`src/rtl/wb_pkg.sv`:
```
// Shared definitions for the write-back commit buffer: RISC-V opcode
// encodings, the ebreak instruction word, the write-back source enum and
// the per-entry control struct.
// Build option: define WB_TRACE_EN to keep full trace fields per entry.
package wb_pkg;

    localparam logic [6:0] LOAD   = 7'b0000011;
    localparam logic [6:0] JAL    = 7'b1101111;
    localparam logic [6:0] JALR   = 7'b1100111;
    localparam logic [6:0] LUI    = 7'b0110111;
    localparam logic [6:0] AUIPC  = 7'b0010111;
    localparam logic [6:0] OP     = 7'b0110011;
    localparam logic [6:0] OP_IMM = 7'b0010011;

    localparam logic [31:0] EBREAK = 32'h00100073;

    typedef enum logic [1:0] {
        WB_SRC_NONE = 2'd0,
        WB_SRC_ALU  = 2'd1,
        WB_SRC_MEM  = 2'd2,
        WB_SRC_PC   = 2'd3
    } wb_src_e;

    // Control bits kept per buffered entry; data-path fields live in
    // separately parameterised arrays in the top.
    typedef struct packed {
        logic wen;
        logic is_ebreak;
    } wb_ctrl_t;

    // Which value an instruction writes back, decided from its opcode alone.
    function automatic wb_src_e wb_select(input logic [6:0] opcode);
        wb_src_e src;
        case (opcode)
            LOAD:                   src = WB_SRC_MEM;
            JAL, JALR:              src = WB_SRC_PC;
            LUI, AUIPC, OP, OP_IMM: src = WB_SRC_ALU;
            default:                src = WB_SRC_NONE;
        endcase
        return src;
    endfunction

endpackage

```
`src/rtl/wb_fwd_match.sv`:
```
// Youngest-match forwarding search over the commit buffer. Entries are
// scanned oldest to youngest starting at the head, so the last match seen
// is the youngest one. Register x0 never forwards.
module wb_fwd_match
    import wb_pkg::*;
#(
    parameter int XLEN  = 32,
    parameter int DEPTH = 4,
    parameter int RD_W  = 5
) (
    input  logic [$clog2(DEPTH)-1:0] head,
    input  logic [DEPTH-1:0]         valid,
    input  logic [DEPTH-1:0]         wen,
    input  logic [RD_W-1:0]          rd_arr   [DEPTH],
    input  logic [XLEN-1:0]          data_arr [DEPTH],
    input  logic [RD_W-1:0]          fwd_rs,
    output logic                     fwd_hit,
    output logic [XLEN-1:0]          fwd_data
);

    localparam int PTR_W = $clog2(DEPTH);

    logic [PTR_W-1:0] idx;

    // Age-ordered scan; a younger match overrides an older one.
    always_comb begin
        fwd_hit  = 1'b0;
        fwd_data = '0;
        idx      = '0;
        if (fwd_rs != '0) begin
            for (int k = 0; k < DEPTH; k++) begin
                idx = head + PTR_W'(k);
                if (valid[idx] && wen[idx] && (rd_arr[idx] == fwd_rs)) begin
                    fwd_hit  = 1'b1;
                    fwd_data = data_arr[idx];
                end
            end
        end
    end

endmodule

```
`src/rtl/wb_commit_buffer.sv`:
```
// Write-back stage with a DEPTH-entry in-order commit buffer feeding a
// single, stallable register-file write port. Provides youngest-match
// forwarding over buffered results and halts after an ebreak retires.
// Build option: WB_TRACE_EN keeps and drives the per-entry trace fields;
// without it the trace outputs are tied to zero.
//
// Handshakes: an instruction transfers when m_to_w_valid && w_allow_in at a
// rising clk edge; w_allow_in depends only on registered state. A head entry
// retires (W_commit) when it is valid, the stage is not halted and either
// rf_wr_ready is high or the entry does not write the register file.
module wb_commit_buffer
    import wb_pkg::*;
#(
    parameter int XLEN  = 32,
    parameter int DEPTH = 4,
    parameter int RD_W  = 5
) (
    input  logic                     clk,
    input  logic                     rst,
    input  logic                     m_to_w_valid,
    output logic                     w_allow_in,
    input  logic [6:0]               M_opcode,
    input  logic [RD_W-1:0]          M_rd,
    input  logic [XLEN-1:0]          M_valE,
    input  logic [XLEN-1:0]          m_valM,
    input  logic [XLEN-1:0]          M_default_pc,
    input  logic [XLEN-1:0]          M_cur_pc,
    input  logic [XLEN-1:0]          M_instr,
    input  logic [XLEN-1:0]          M_pred_pc,
    input  logic [XLEN-1:0]          M_predicted_pc,
    input  logic                     rf_wr_ready,
    output logic                     rf_we,
    output logic [RD_W-1:0]          rf_waddr,
    output logic [XLEN-1:0]          rf_wdata,
    output logic                     w_valid,
    output logic                     W_commit,
    output logic [XLEN-1:0]          W_cur_pc,
    output logic [XLEN-1:0]          W_instr,
    output logic [XLEN-1:0]          W_pred_pc,
    output logic [XLEN-1:0]          W_predicted_pc,
    input  logic [RD_W-1:0]          fwd_rs,
    output logic                     fwd_hit,
    output logic [XLEN-1:0]          fwd_data,
    output logic                     halted,
    output logic [$clog2(DEPTH):0]   count
);

    localparam int PTR_W = $clog2(DEPTH);
    localparam int CNT_W = PTR_W + 1;

    logic [PTR_W-1:0] head_q, tail_q;
    logic [CNT_W-1:0] count_q;
    logic             halted_q;

    wb_ctrl_t         ctrl_q [DEPTH];
    logic [RD_W-1:0]  rd_q   [DEPTH];
    logic [XLEN-1:0]  data_q [DEPTH];

    wb_src_e          src;
    logic [XLEN-1:0]  sel_data;
    logic             sel_wen;
    logic             full, empty, enq, retire;
    logic [DEPTH-1:0] valid_mask, wen_mask;
    logic [PTR_W-1:0] off;

    // Pick the write-back value for the incoming instruction.
    always_comb begin
        src = wb_select(M_opcode);
        case (src)
            WB_SRC_MEM: sel_data = m_valM;
            WB_SRC_PC:  sel_data = M_default_pc;
            WB_SRC_ALU: sel_data = M_valE;
            default:    sel_data = '0;
        endcase
        sel_wen = (src != WB_SRC_NONE) && (M_rd != '0);
    end

    assign full       = (count_q == CNT_W'(DEPTH));
    assign empty      = (count_q == '0);
    assign w_allow_in = ~full & ~halted_q;
    assign enq        = m_to_w_valid & w_allow_in;
    // The reset cycle never writes the register file.
    assign retire     = ~empty & ~halted_q & ~rst & (rf_wr_ready | ~ctrl_q[head_q].wen);

    assign w_valid  = ~empty;
    assign W_commit = retire;
    assign rf_we    = retire & ctrl_q[head_q].wen;
    assign rf_waddr = rd_q[head_q];
    assign rf_wdata = data_q[head_q];
    assign halted   = halted_q;
    assign count    = count_q;

    // Pointer, occupancy and halt bookkeeping.
    always_ff @(posedge clk) begin
        if (rst) begin
            head_q   <= '0;
            tail_q   <= '0;
            count_q  <= '0;
            halted_q <= 1'b0;
        end else begin
            if (enq) tail_q <= tail_q + PTR_W'(1);
            if (retire) begin
                head_q <= head_q + PTR_W'(1);
                if (ctrl_q[head_q].is_ebreak) halted_q <= 1'b1;
            end
            count_q <= count_q + CNT_W'(enq) - CNT_W'(retire);
        end
    end

    // Entry payload written at the tail; contents are don't-care until valid.
    always_ff @(posedge clk) begin
        if (enq) begin
            ctrl_q[tail_q] <= '{wen: sel_wen, is_ebreak: (M_instr == XLEN'(EBREAK))};
            rd_q[tail_q]   <= M_rd;
            data_q[tail_q] <= sel_data;
        end
    end

    // Valid entries are the count_q slots starting at the head.
    always_comb begin
        off = '0;
        for (int i = 0; i < DEPTH; i++) begin
            off           = PTR_W'(i) - head_q;
            valid_mask[i] = ({1'b0, off} < count_q);
            wen_mask[i]   = ctrl_q[i].wen;
        end
    end

    wb_fwd_match #(
        .XLEN (XLEN),
        .DEPTH(DEPTH),
        .RD_W (RD_W)
    ) u_fwd (
        .head    (head_q),
        .valid   (valid_mask),
        .wen     (wen_mask),
        .rd_arr  (rd_q),
        .data_arr(data_q),
        .fwd_rs  (fwd_rs),
        .fwd_hit (fwd_hit),
        .fwd_data(fwd_data)
    );

`ifdef WB_TRACE_EN
    logic [XLEN-1:0] cur_pc_q [DEPTH];
    logic [XLEN-1:0] instr_q  [DEPTH];
    logic [XLEN-1:0] pred_q   [DEPTH];
    logic [XLEN-1:0] predd_q  [DEPTH];

    // Trace fields travel with the entry and are shown only when it retires.
    always_ff @(posedge clk) begin
        if (enq) begin
            cur_pc_q[tail_q] <= M_cur_pc;
            instr_q[tail_q]  <= M_instr;
            pred_q[tail_q]   <= M_pred_pc;
            predd_q[tail_q]  <= M_predicted_pc;
        end
    end

    assign W_cur_pc       = retire ? cur_pc_q[head_q] : '0;
    assign W_instr        = retire ? instr_q[head_q]  : '0;
    assign W_pred_pc      = retire ? pred_q[head_q]   : '0;
    assign W_predicted_pc = retire ? predd_q[head_q]  : '0;
`else
    logic unused_trace;
    assign unused_trace   = ^{M_cur_pc, M_pred_pc, M_predicted_pc};
    assign W_cur_pc       = '0;
    assign W_instr        = '0;
    assign W_pred_pc      = '0;
    assign W_predicted_pc = '0;
`endif

endmodule
```
`config.mk`:
```
export PLATFORM = sky130hd
export DESIGN_NAME = wb_commit_buffer
export DESIGN_NICKNAME = d
export VERILOG_FILES = /design/src/rtl/wb_pkg.sv /design/src/rtl/wb_fwd_match.sv /design/src/rtl/wb_commit_buffer.sv
export SDC_FILE = /design/constraint.sdc
export NUM_CORES = 1
export LEC_CHECK = 0
export BUFFER_PORTS_ARGS = -buffer_cell sky130_fd_sc_hd__buf_2
export CORE_ASPECT_RATIO = 1.2
export CORE_MARGIN = 3
export CORE_UTILIZATION = 39
export DETAILED_ROUTE_END_ITERATION = 7
export PLACE_DENSITY = 0.67
export SLEW_MARGIN = 20
export SYNTH_ARGS = -nofsm -noshare
export SYNTH_HDL_FRONTEND = slang
export SYNTH_HIERARCHICAL = 1
export SYNTH_SLANG_ARGS = --single-unit
```
`constraint.sdc`:
```
create_clock -name clk -period 4.5 [get_ports clk]
set_input_delay 0.9 -clock clk [delete_from_list [all_inputs] [get_ports clk]]
set_output_delay 0.9 -clock clk [all_outputs]
set_load 0.01 [all_outputs]
```
Yosys cells after proc, flatten, opt, wreduce, memory -nomap -nowiden
Memory sizes are Yosys's and may differ from the RTL's. A register that Yosys moved wholly into a read port is not among the register bits.
Cells that the tools add are included.
- flip-flop bits (word level): 156
- RAM bits: 8
- bits of input ports: 245
- output and inout bits: 206
- logic and storage cells: 149
- memories: 1
- add/subtract/negate cells: 10
- $lt $le $gt $ge: 14
- equal/unequal tests: 16
- mux-type cells: 62
- bitwise logic cells: 17
- reductions and logical operators: 17
- memory list (memory ; words ; width ; read ports ; clocked after memory_dff ; write ports ; line ; RTL):
    ctrl_q ; 4 ; 2 ; 5 ; 1 ; 1 ; wb_commit_buffer.sv:55 ; wb_ctrl_t ctrl_q [DEPTH];
- operator list (kind ; number):
    32-bit 2-to-1 mux ; 14
    32-bit binary-select mux with 2-bit select ; 4
    128-bit bitwise mux ; 1
    32-bit case mux with 3 select lines ; 1
    32-bit demux with 2-bit select ; 1
    5-bit 2-to-1 mux ; 9
    5-bit binary-select mux with 2-bit select ; 4
    32-bit by 21-bit == test with 1-bit output (second input constant) ; 1
    20-bit bitwise mux ; 1
    5-bit == test ; 4
    1-bit binary-select mux with 2-bit select ; 8
    3-bit greater-or-equal comparator (second input constant) ; 5
    1-bit 2-to-1 mux ; 15
    2-bit inverter with 3-bit output ; 5
    7-bit by 5-bit == test with 1-bit output (second input constant) ; 2
    7-bit by 6-bit == test with 1-bit output (second input constant) ; 2
    7-bit == test (second input constant) ; 2
    2-bit by 3-bit < comparator with 1-bit output ; 4
    2-bit by 3-bit < comparator with 1-bit output (second input constant) ; 4
    5-bit demux with 2-bit select ; 1
    1-bit logical AND ; 10
    5-bit nonzero test ; 2
    7-bit by 2-bit == test with 1-bit output (second input constant) ; 1
    1-bit AND ; 6
    other kinds (19) ; 29

Longest topological paths before layout
Gate-level depths: netlist (run 1).
- word-level depth: 11
- mapped depth: 17
- mapped depth without buffers: 13

By module
The synthesis (run 1) kept the hierarchy.
- modules (own cells, without submodules) (module ; times used ; cells each ; area each (um2) ; sequential area each (um2)):
    wb_commit_buffer ; 1 ; 544 ; 8077.7 ; 4884.7
    wb_fwd_match ; 1 ; 701 ; 4476.8 ; 0.0

Worst setup path before layout (run 1)
No wires, ideal clock.
- path type: register -> output
- from: reg head_q[0]
- to: out fwd_data[11]
- arrival time: 3.410 ns
- data required time: 3.600 ns
- path slack: 0.190 ns
- cell stages (with the launch flop): 18
- buffers on the path: 4
- path through: dfxtp_1 > clkbuf_1 > buf_2 > xnor2_1 > inv_1 > ha_1 > a21oi_1 > or2_2 > nand2_1 > mux4_2 > nor2_2 > o2111a_1 > buf_2 > xnor2_2 > buf_2 > a211oi_1 > or3_1 > a21oi_1
- longest elaborated chain between the ends: 11
- elaborated cells between the ends (all ways): 72
- those cells by class: add/sub (7); order compare (4); eq/ne (4); mux (45); bitwise (4); reduce/logical (8)
- RTL lines (what ; line ; RTL):
    start: declaration ; wb_commit_buffer.sv:51 ; logic [PTR_W-1:0] head_q, tail_q;
    start signal: assignment ; wb_commit_buffer.sv:103 ; head_q <= head_q + PTR_W'(1);
    1-bit by 2-bit subtractor with 2-bit output * ; wb_commit_buffer.sv:123 ; off = PTR_W'(i) - head_q;
    2-bit by 3-bit < comparator with 1-bit output * ; wb_commit_buffer.sv:124 ; valid_mask[i] = ({1'b0, off} < count_q);
    named net valid_mask[0] ; wb_commit_buffer.sv:63 ; logic [DEPTH-1:0] valid_mask, wen_mask;
    1-bit binary-select mux with 2-bit select ; wb_fwd_match.sv:33 ; if (valid[idx] && wen[idx] && (rd_arr[idx] == fwd_rs)) begin
    1-bit 2-to-1 mux (implied by the code) ; wb_fwd_match.sv:33 ;
    1-bit logical AND (2 in a row) ; wb_fwd_match.sv:33 ;
    32-bit 2-to-1 mux (3 in a row) ; wb_fwd_match.sv:33 ;
    32-bit 2-to-1 mux * ; wb_fwd_match.sv:33 ;
    32-bit 2-to-1 mux * ; wb_fwd_match.sv:30 ; if (fwd_rs != '0) begin
    end: declaration ; wb_commit_buffer.sv:43 ; output logic [XLEN-1:0] fwd_data,
Mark *: on every way through the listed nets, which the timed path passes. The rest lies on a longest branch. The select of a mux whose other input is x is not followed.

Worst setup path in the final report (run 1)
- from: reg head_q[0]
- to: out fwd_data[6]
The elaborated chain is that of the path after synthesis.

==> reports/results.ini, run 1 <==
[status]
status=complete, but fails checks
violations=negative setup slack

[power_and_ir_drop]
switching_power_mw=2.80
p_seq_share_pct=29.9
internal_power_mw=4.30
leakagePower_nw=5.38
power_mw=7.11
clockPowerShare_pct=20.1
p_sw_share_pct=39.5
irDropWorstVdd_v=0.000479
p_comb_share_pct=50.0
powerDensity_mw_per_mm2=491

[worst_setup_path]
r2r-end=count[1]
crit_chain=xnor2_2, inv_1, ha_4, a21oi_2, or2_4, nand2_4, mux4_2, nor2_4, o2111a_2, xnor2_4, buf_8, a211oi_2, or3_1, a21oi_2, buf_2
reg2regPathDepth=8
start_kind=flip-flop
crit_required_ns=3.60
cp_slowest_cell=mux4_2
reg2reg_slack_ns=1.78
worst-setup-path-type=flip-flop to primary output
critPathMostFrequentCell=a21oi_2
crit_arrival_ns=3.68
max_stage_delay_ns=0.49
end_kind=primary output
cp_max_fo=8

[place]
place_ws_ns=0.177
dpl_cell_area_mm2=0.0136
io_buffers=226
dp_hpwl_um=23400
routabilityCongestion=0.805
place_inst=1798

[timing]
finalSetupViolCount=16
fin_crit_ns=4.58
slew_headroom_pct=25.9
rsz0062_at_grt=true
skew_ns=0.00951
worst_slack_ns=-0.0789
fmax_mhz=218
tightest_slew_ns=1.11
hold_viol_final=0
finalCritPeriodShare_pct=102
final-max-slew-violation-count=0

[global_route]
antenna_found_initial=1
grt_max_degree=225
grt_first_pass_wirelength_um=51900
grt_use_total_pct=19.6
grt_overflow=0
grt_pass1_vias=9573

[min_path]
hold_path.class=flip-flop to flip-flop
hold_start=tail_q[0]
worstHoldEndpoint=tail_q[0]
hold_depth=2

[synth]
ys_ff_latch=166
yosys.area.top_type_share_pct=37.3
yosysWarnings=6
synth-async-reset-ratio_pct=0
synth_largest_area_cell=edfxtp_1
yosys_most_used_dff=edfxtp_1
netlist_instances=1245
ys_types=62
synth.top_cells.by_count=edfxtp_1 (156), buf_4 (130), o21ai_0 (118)
synthTopCellsByArea=edfxtp_1 (37%), mux4_2 (8.3%), buf_4 (7.8%)
syn_avg_cell_area_um2=10.1
syn-cell-area_mm2=0.0126
seq_area_frac_synth_pct=38.9
yosysMostFrequentCell=edfxtp_1
synth_edf_count=156

[cts]
cts_buffers=17
clkTransAtPathRegs_ns=0.07
cts.sinks=166
cts_buffer_depth=2
cts_htree_levels=4
cts_tree=done
cts_hold_buf=0
root_buffer=clkbuf_16
clk_latency_ns=0.43

[routing]
routedWlPerCell_um=18.9
firstDrtPassIters=8
antenna_left=0
routed_wl_um=34700
via_count=9987
drc=0
drtIter0Drc=627
viasPerCell=5.43

[die]
core_mm2=0.0315
boundaryPins=451
rows=71
fp.dieW_um=170
start_util_pct=39.8
design.die.area_mm2=0.0344
die_h_um=203

[final_layout]
area_delta_synth_final_pct=15.2
diodes=0
fin_area_mm2=0.0145
nets=1682
drive_above_1_share_pct=29.0
finalNonFillerCells=1840

[run]
drv_cap=0

critical path, delay by kind of cell (launching register included):
kind	cells	cell delay, ns
DFF	1	0.37
xor gates and xnor gates	2	0.38
adders and majority gates	1	0.22
and+or+nand+nor	4	0.68
muxes	1	0.49
buffers and inverters	3	0.46
AOI/OAI and AO/OA	4	0.64
routing by layer:
metal | track usage (%) | up-vias | part of all wire [%]
met5 | 0 | - | 0
met4 | 6.46 | 0 | 2.3
li1 | - | 4739 | -
met3 | 3.35 | 43 | 6.7
met2 | 34.8 | 381 | 51
met1 | 24.0 | 4824 | 40
stage by stage:
stage	TNS, ns	utilization, %	hold WS [ns]
floorplan	0	-	0.478
global placement	0	43.0	0.499
detailed placement	0	43.0	0.511
CTS	-2.01	45.7	0.522
global route	-5.04	45.9	0.557
finish	-0.396	45.9	0.520
power groups by stage:
| stage | clock network (mW) | registers [mW] | logic, mW |
|---|---|---|---|
| finish | 1.43 | 2.12 | 3.55 |
| global route | 1.53 | 2.15 | 3.91 |
| CTS | 1.46 | 2.12 | 3.59 |
| detailed placement | 0 | 2.16 | 3.35 |
| global placement | 0 | 2.14 | 3.28 |
| floorplan | 0 | 2.11 | 2.54 |
cell usage in the layout, fill, tap and decap left out, drive strengths merged, types with 2 or more instances in the layout:
cell type and count:
nand2b 2, buf 263, conb 128, nand2 50
nor2b 56, nor3 65, xnor2 24, xor2 4
o31ai 3, nor4b 2, edfxtp 156, or2 5
and2 26, nor4 4, mux4 47, o31a 2
a21oi 103, nand4 5, dfxtp 10, or4 2
ha 10, o21ai 118, o211ai 2, a211oi 32
clkbuf 18, a221o 32, mux2 13, clkinv 4
or3 33, nand3 35, inv 53, mux2i 91
clkinvlp 3, nor2 23
how the worst max path moves through the flow:
| stage | startpoint | endpoint | slack (ns) | cells past startpoint |
|---|---|---|---|---|
| 5_1_grt | head_q[0] | fwd_data[6] | -0.24 | 15 |
| 3_3_place_gp | head_q[1] | fwd_data[20] | 0.23 | 15 |
| 4_1_cts | head_q[1] | fwd_data[31] | -0.13 | 15 |
| 2_1_floorplan | head_q[0] | fwd_data[11] | 0.19 | 17 |
| 6_report | head_q[0] | fwd_data[6] | -0.08 | 15 |
| 3_5_place_dp | head_q[1] | fwd_data[20] | 0.18 | 15 |
cells by family after synthesis:
group | synth area share (%)
AO/OA/AOI/OAI | 14.8
XOR/XNOR | 2.01
adder cells (fa/ha/maj) | 1.16
buffers and inverters | 12.7
flip-flops | 38.9
multiplexers | 16.9
other | 0.0299
AND/OR/NAND/NOR | 13.5
registers in the layout, summed over array words and instances (netlist names), named ones only:
name,flops
halted,1
ctrl_q,8
count,3
tail_q,2
data_q,128
rd_q,20
head_q,2
final cells by class:
| cell class | count | area (µm²) |
|---|---|---|
| fillers | 2945 | 17100 |
| multi-input cells | 931 | 6750 |
| flip-flops and latches | 166 | 4890 |
| clock inverters | 14 | 135 |
| inverters | 47 | 176 |
| clock buffers | 18 | 450 |
| well taps | 401 | 502 |
| repair buffers | 263 | 1550 |
timing repair:
item,in CTS,in global routing
gates cloned,3,0
gates resized for setup,38,15
pin swaps,8,15
setup buffers,5,5
endpoints found under the setup margin,32,32
Power figures use the tool's default switching activity.
==> run 2, diff against run 1 <==
ABC_AREA = 1   (was unset)
PLACE_DENSITY = 0.66   (was 0.67)
==> run 2 against run 1 <==
Compared with the run above: the flow now finishes without violations; clock skew is 0.0020 ns lower; global-route usage is 2.0 points higher; critical path depth is 5 higher; largest cell class unchanged.
==> reports/results.ini, run 2 <==
[synth]
synth_top_family_by_area=simple AND/OR/NAND/NOR gates  ; was multiplexers
yosys.area.top_type_share_pct=33.8  ; was 37.3%
seq_area_frac_synth_pct=35.2  ; was 38.9%
synth_compound_area_share_pct=14.5  ; was 14.8%
ys_ff_latch=166  ; unchanged
yosys.area_share.adder_pct=1.05  ; was 1.16%
synth.top_cells.by_count=nand2_1 (635), o21ai_0 (257), nand3_1 (216)  ; was edfxtp_1 (156), buf_4 (130), o21ai_0 (118)
yosysWarnings=6  ; unchanged
synthXorXnorAreaFrac_pct=0.442  ; was 2.01%
syn_avg_cell_area_um2=7.05  ; was 10.1 µm²
ys_types=42  ; was 62
synth-async-reset-ratio_pct=0  ; unchanged
syn-cell-area_mm2=0.0139  ; was 0.0126 mm²
yosys-mux-area-fraction_pct=0.0722  ; was 16.9%
netlist_instances=1967  ; was 1245
synthTopCellsByArea=edfxtp_1 (34%), nand2_1 (17%), o21ai_0 (9.3%)  ; was edfxtp_1 (37%), mux4_2 (8.3%), buf_4 (7.8%)
synth_largest_area_cell=edfxtp_1  ; unchanged
yosys_most_used_dff=edfxtp_1  ; unchanged
synth_edf_count=156  ; unchanged
synthSimpleGateAreaFrac_pct=32.7  ; was 13.5%
yosysMostFrequentCell=nand2_1  ; was edfxtp_1

[routing]
firstDrtPassIters=6  ; was 8
drtIter0Drc=1005  ; was 627
routedWlPerCell_um=16.1  ; was 18.9 µm
drc=0  ; unchanged
routed_wl_um=41700  ; was 34700 µm
antenna_left=0  ; unchanged
viasPerCell=5.20  ; was 5.43
via_count=13400  ; was 9987

[cts]
cts_hold_buf=0  ; unchanged
cts_buffer_depth=2  ; unchanged
root_buffer=clkbuf_16  ; unchanged
postCtsSetupBuffers=0  ; was 5
cts_buffers=17  ; unchanged
cts_htree_levels=4  ; unchanged
cts_tree=done  ; unchanged
clk_latency_ns=0.44  ; was 0.43 ns
cts.sinks=166  ; unchanged
clkTransAtPathRegs_ns=0.06  ; was 0.07 ns

[final_layout]
fin_area_mm2=0.0153  ; was 0.0145 mm²
mostFrequentLayoutCell=nand2_1  ; was buf_2
area_delta_synth_final_pct=10.0  ; was 15.2%
reg_top3=data_q (128), rd_q (20), ctrl_q (8)  ; unchanged
multi_input_area_mm2=0.00729  ; was 0.00675 mm²
final_cell_mix=nand2_1 (635), o21ai_0 (257), buf_2 (226), nand3_1 (216), edfxtp_1 (156)  ; was buf_2 (224), edfxtp_1 (156), conb_1 (128), o21ai_0 (118), mux2i_1 (90)
drive_above_1_share_pct=17.5  ; was 29.0%
top_register=data_q  ; unchanged
register_area_mm2=0.00489  ; unchanged
num-fill-cells=3462  ; was 2945
nets=2367  ; was 1682
largest_reg_flops=128  ; unchanged
diodes=0  ; unchanged

[power_and_ir_drop]
switching_power_mw=4.09  ; was 2.80 mW
internal_power_mw=4.22  ; was 4.30 mW
leakagePower_nw=7.03  ; was 5.38 nW
p_seq_share_pct=25.3  ; was 29.9%
p_sw_share_pct=49.2  ; was 39.5%
clockPowerShare_pct=17.6  ; was 20.1%
power_mw=8.30  ; was 7.11 mW
p_comb_share_pct=57.1  ; was 50.0%
irDropWorstVdd_v=0.000402  ; was 0.000479 V
powerDensity_mw_per_mm2=544  ; was 491 mW/mm²

[die]
boundaryPins=451  ; unchanged
die_h_um=213  ; was 203 µm
core_mm2=0.0350  ; was 0.0315 mm²
design.die.area_mm2=0.0379  ; was 0.0344 mm²
fp.dieW_um=178  ; was 170 µm
start_util_pct=39.6  ; was 39.8%
rows=75  ; was 71

[worst_setup_path]
reg2reg_slack_ns=2.03  ; was 1.78 ns
end_kind=primary output  ; unchanged
cp_max_fo=60  ; was 8
critPathLaunch=head_q[1]  ; was head_q[0]
r2r_start=count[1]
cp_slowest_cell=dfxtp_4  ; was mux4_2
r2r-end=data_q[61]  ; was count[1]
max_stage_delay_ns=0.41  ; was 0.49 ns
crit_required_ns=3.60  ; about the same
start_kind=flip-flop  ; unchanged
crit_arrival_ns=3.43  ; was 3.68 ns
crit_chain=nor2_4, inv_1, nand2_1, inv_1, ha_1, a21oi_1, or2_2, nand2_1, nand2_1, nand3_1, nand2_1, nand2_1, nor2_1, nand3_2, buf_12, nand2_2, nor2_1, nor2_1, nor2_1, buf_2  ; was xnor2_2, inv_1, ha_4, a21oi_2, or2_4, nand2_4, mux4_2, nor2_4, o2111a_2, xnor2_4, buf_8, a211oi_2, or3_1, a21oi_2, buf_2
critPathMostFrequentCell=nand2_1  ; was a21oi_2
worst-setup-path-type=flip-flop to primary output  ; unchanged
crit_end=fwd_data[11]  ; was fwd_data[6]
reg2regPathDepth=5  ; was 8

[timing]
fmax_mhz=231  ; was 218 MHz
tightest_slew_ns=0.856  ; was 1.11 ns
slew_headroom_pct=42.9  ; was 25.9%
worst_slack_ns=0.175  ; was -0.0789 ns
final-max-slew-violation-count=0  ; unchanged
finalCritPeriodShare_pct=96.1  ; was 102%
tns_ns=0  ; was -0.396 ns
whs_ns=0.545  ; was 0.520 ns
rsz0062_at_grt=false  ; was true
fin_crit_ns=4.33  ; was 4.58 ns
hold_viol_final=0  ; unchanged
skew_ns=0.00750  ; was 0.00951 ns
finalSetupViolCount=0  ; was 16

[place]
dp_hpwl_um=29100  ; was 23400 µm
place_ws_ns=0.438  ; was 0.177 ns
io_buffers=226  ; unchanged
routabilityCongestion=0.848  ; was 0.805
dpl_cell_area_mm2=0.0146  ; was 0.0136 mm²

[min_path]
hold_path.class=flip-flop to flip-flop  ; unchanged
hold_start=halted  ; was tail_q[0]

[run]
drv_cap=0  ; unchanged

[global_route]
grt_overflow=0  ; unchanged
grt_max_degree=91  ; was 225
grt_first_pass_wirelength_um=63600  ; was 51900 µm
grt_use_total_pct=21.6  ; was 19.6%
grt_pass1_vias=12000  ; was 9573
antenna_found_initial=0  ; was 1

[status]
status=complete, no violations  ; was complete, but fails checks

run 2: cell types whose count changed in the layout (fill, tap and decap cells not counted), sizes merged, moves of 33 or more:
cell and change:
nand2 +590, nand3 +186, o21ai +151, mux2i -90, nor2 +84, inv +68, a21oi -67, nor3 -59
nand4 +57, nor2b -56, mux4 -47, a22oi +37, or3 -33
run 2: area by class of cell:
| type | instances | share of cell area (%) |
|---|---|---|
| clock buffers | 18 | 2.81 |
| clock inverters | 13 | 1.03 |
| inverters | 120 | 2.98 |
| multi-input cells | 1542 | 47.8 |
| flip-flops and latches | 166 | 32.1 |
| well taps | 462 | 3.79 |
| repair buffers | 264 | 9.57 |
run 2: per-stage QoR:
stage | cells | util [%]
after CTS | 2584 | 43.5
after floorplan | 2094 | -
after detailed placement | 2553 | 41.8
final | 2585 | 43.6
after global routing | 2585 | 43.6
after global placement | 2553 | 41.8
run 2: what timing repair did:
action	CTS	global route
endpoints found under the hold margin	0	0
endpoints found under the setup margin	2	31
pin swaps	0	1
resized for setup	1	9
run 2: critical path, delay by kind of cell, from the launching register on:
family          cells  cell delay (ns)
flops               1             0.41
compound gates      1             0.06
fa+ha+maj           1             0.27
simple gates       14             1.65
buf+inv             4             0.56
run 2: kinds of logic after synthesis:
| group | Yosys count |
|---|---|
| XOR/XNOR | 7 |
| adder cells (fa/ha/maj) | 11 |
| AO/OA/AOI/OAI | 348 |
| buffers and inverters | 386 |
| AND/OR/NAND/NOR | 1047 |
| multiplexers | 1 |
| other | 1 |
| flip-flops | 166 |
run 2: worst min-delay path by stage:
stage | endpoint | slack [ns] | depth (start not counted)
3_3_place_gp | tail_q[1] | 0.51 | 2
2_1_floorplan | tail_q[1] | 0.49 | 2
3_5_place_dp | halted | 0.53 | 2
5_1_grt | tail_q[1] | 0.59 | 2
4_1_cts | tail_q[1] | 0.55 | 2
6_report | halted | 0.54 | 2
run 2: routing by layer:
layer / routed length [µm] / GRT usage, % / vias to the layer above
li1: - / - / 6618
met1: 17300 / 27.1 / 6039
met2: 19700 / 36.6 / 677
met3: 3510 / 3.66 / 96
met4: 1220 / 8.94 / 0
met5: 0 / 0 / -
run 2: power groups by stage:
stage	clock [mW]	combinational [mW]	sequential (mW)
finish	1.46	4.74	2.10
global route	1.55	5.27	2.13
CTS	1.48	4.68	2.10
detailed placement	0	4.67	2.13
global placement	0	4.58	2.12
floorplan	0	3.47	2.08
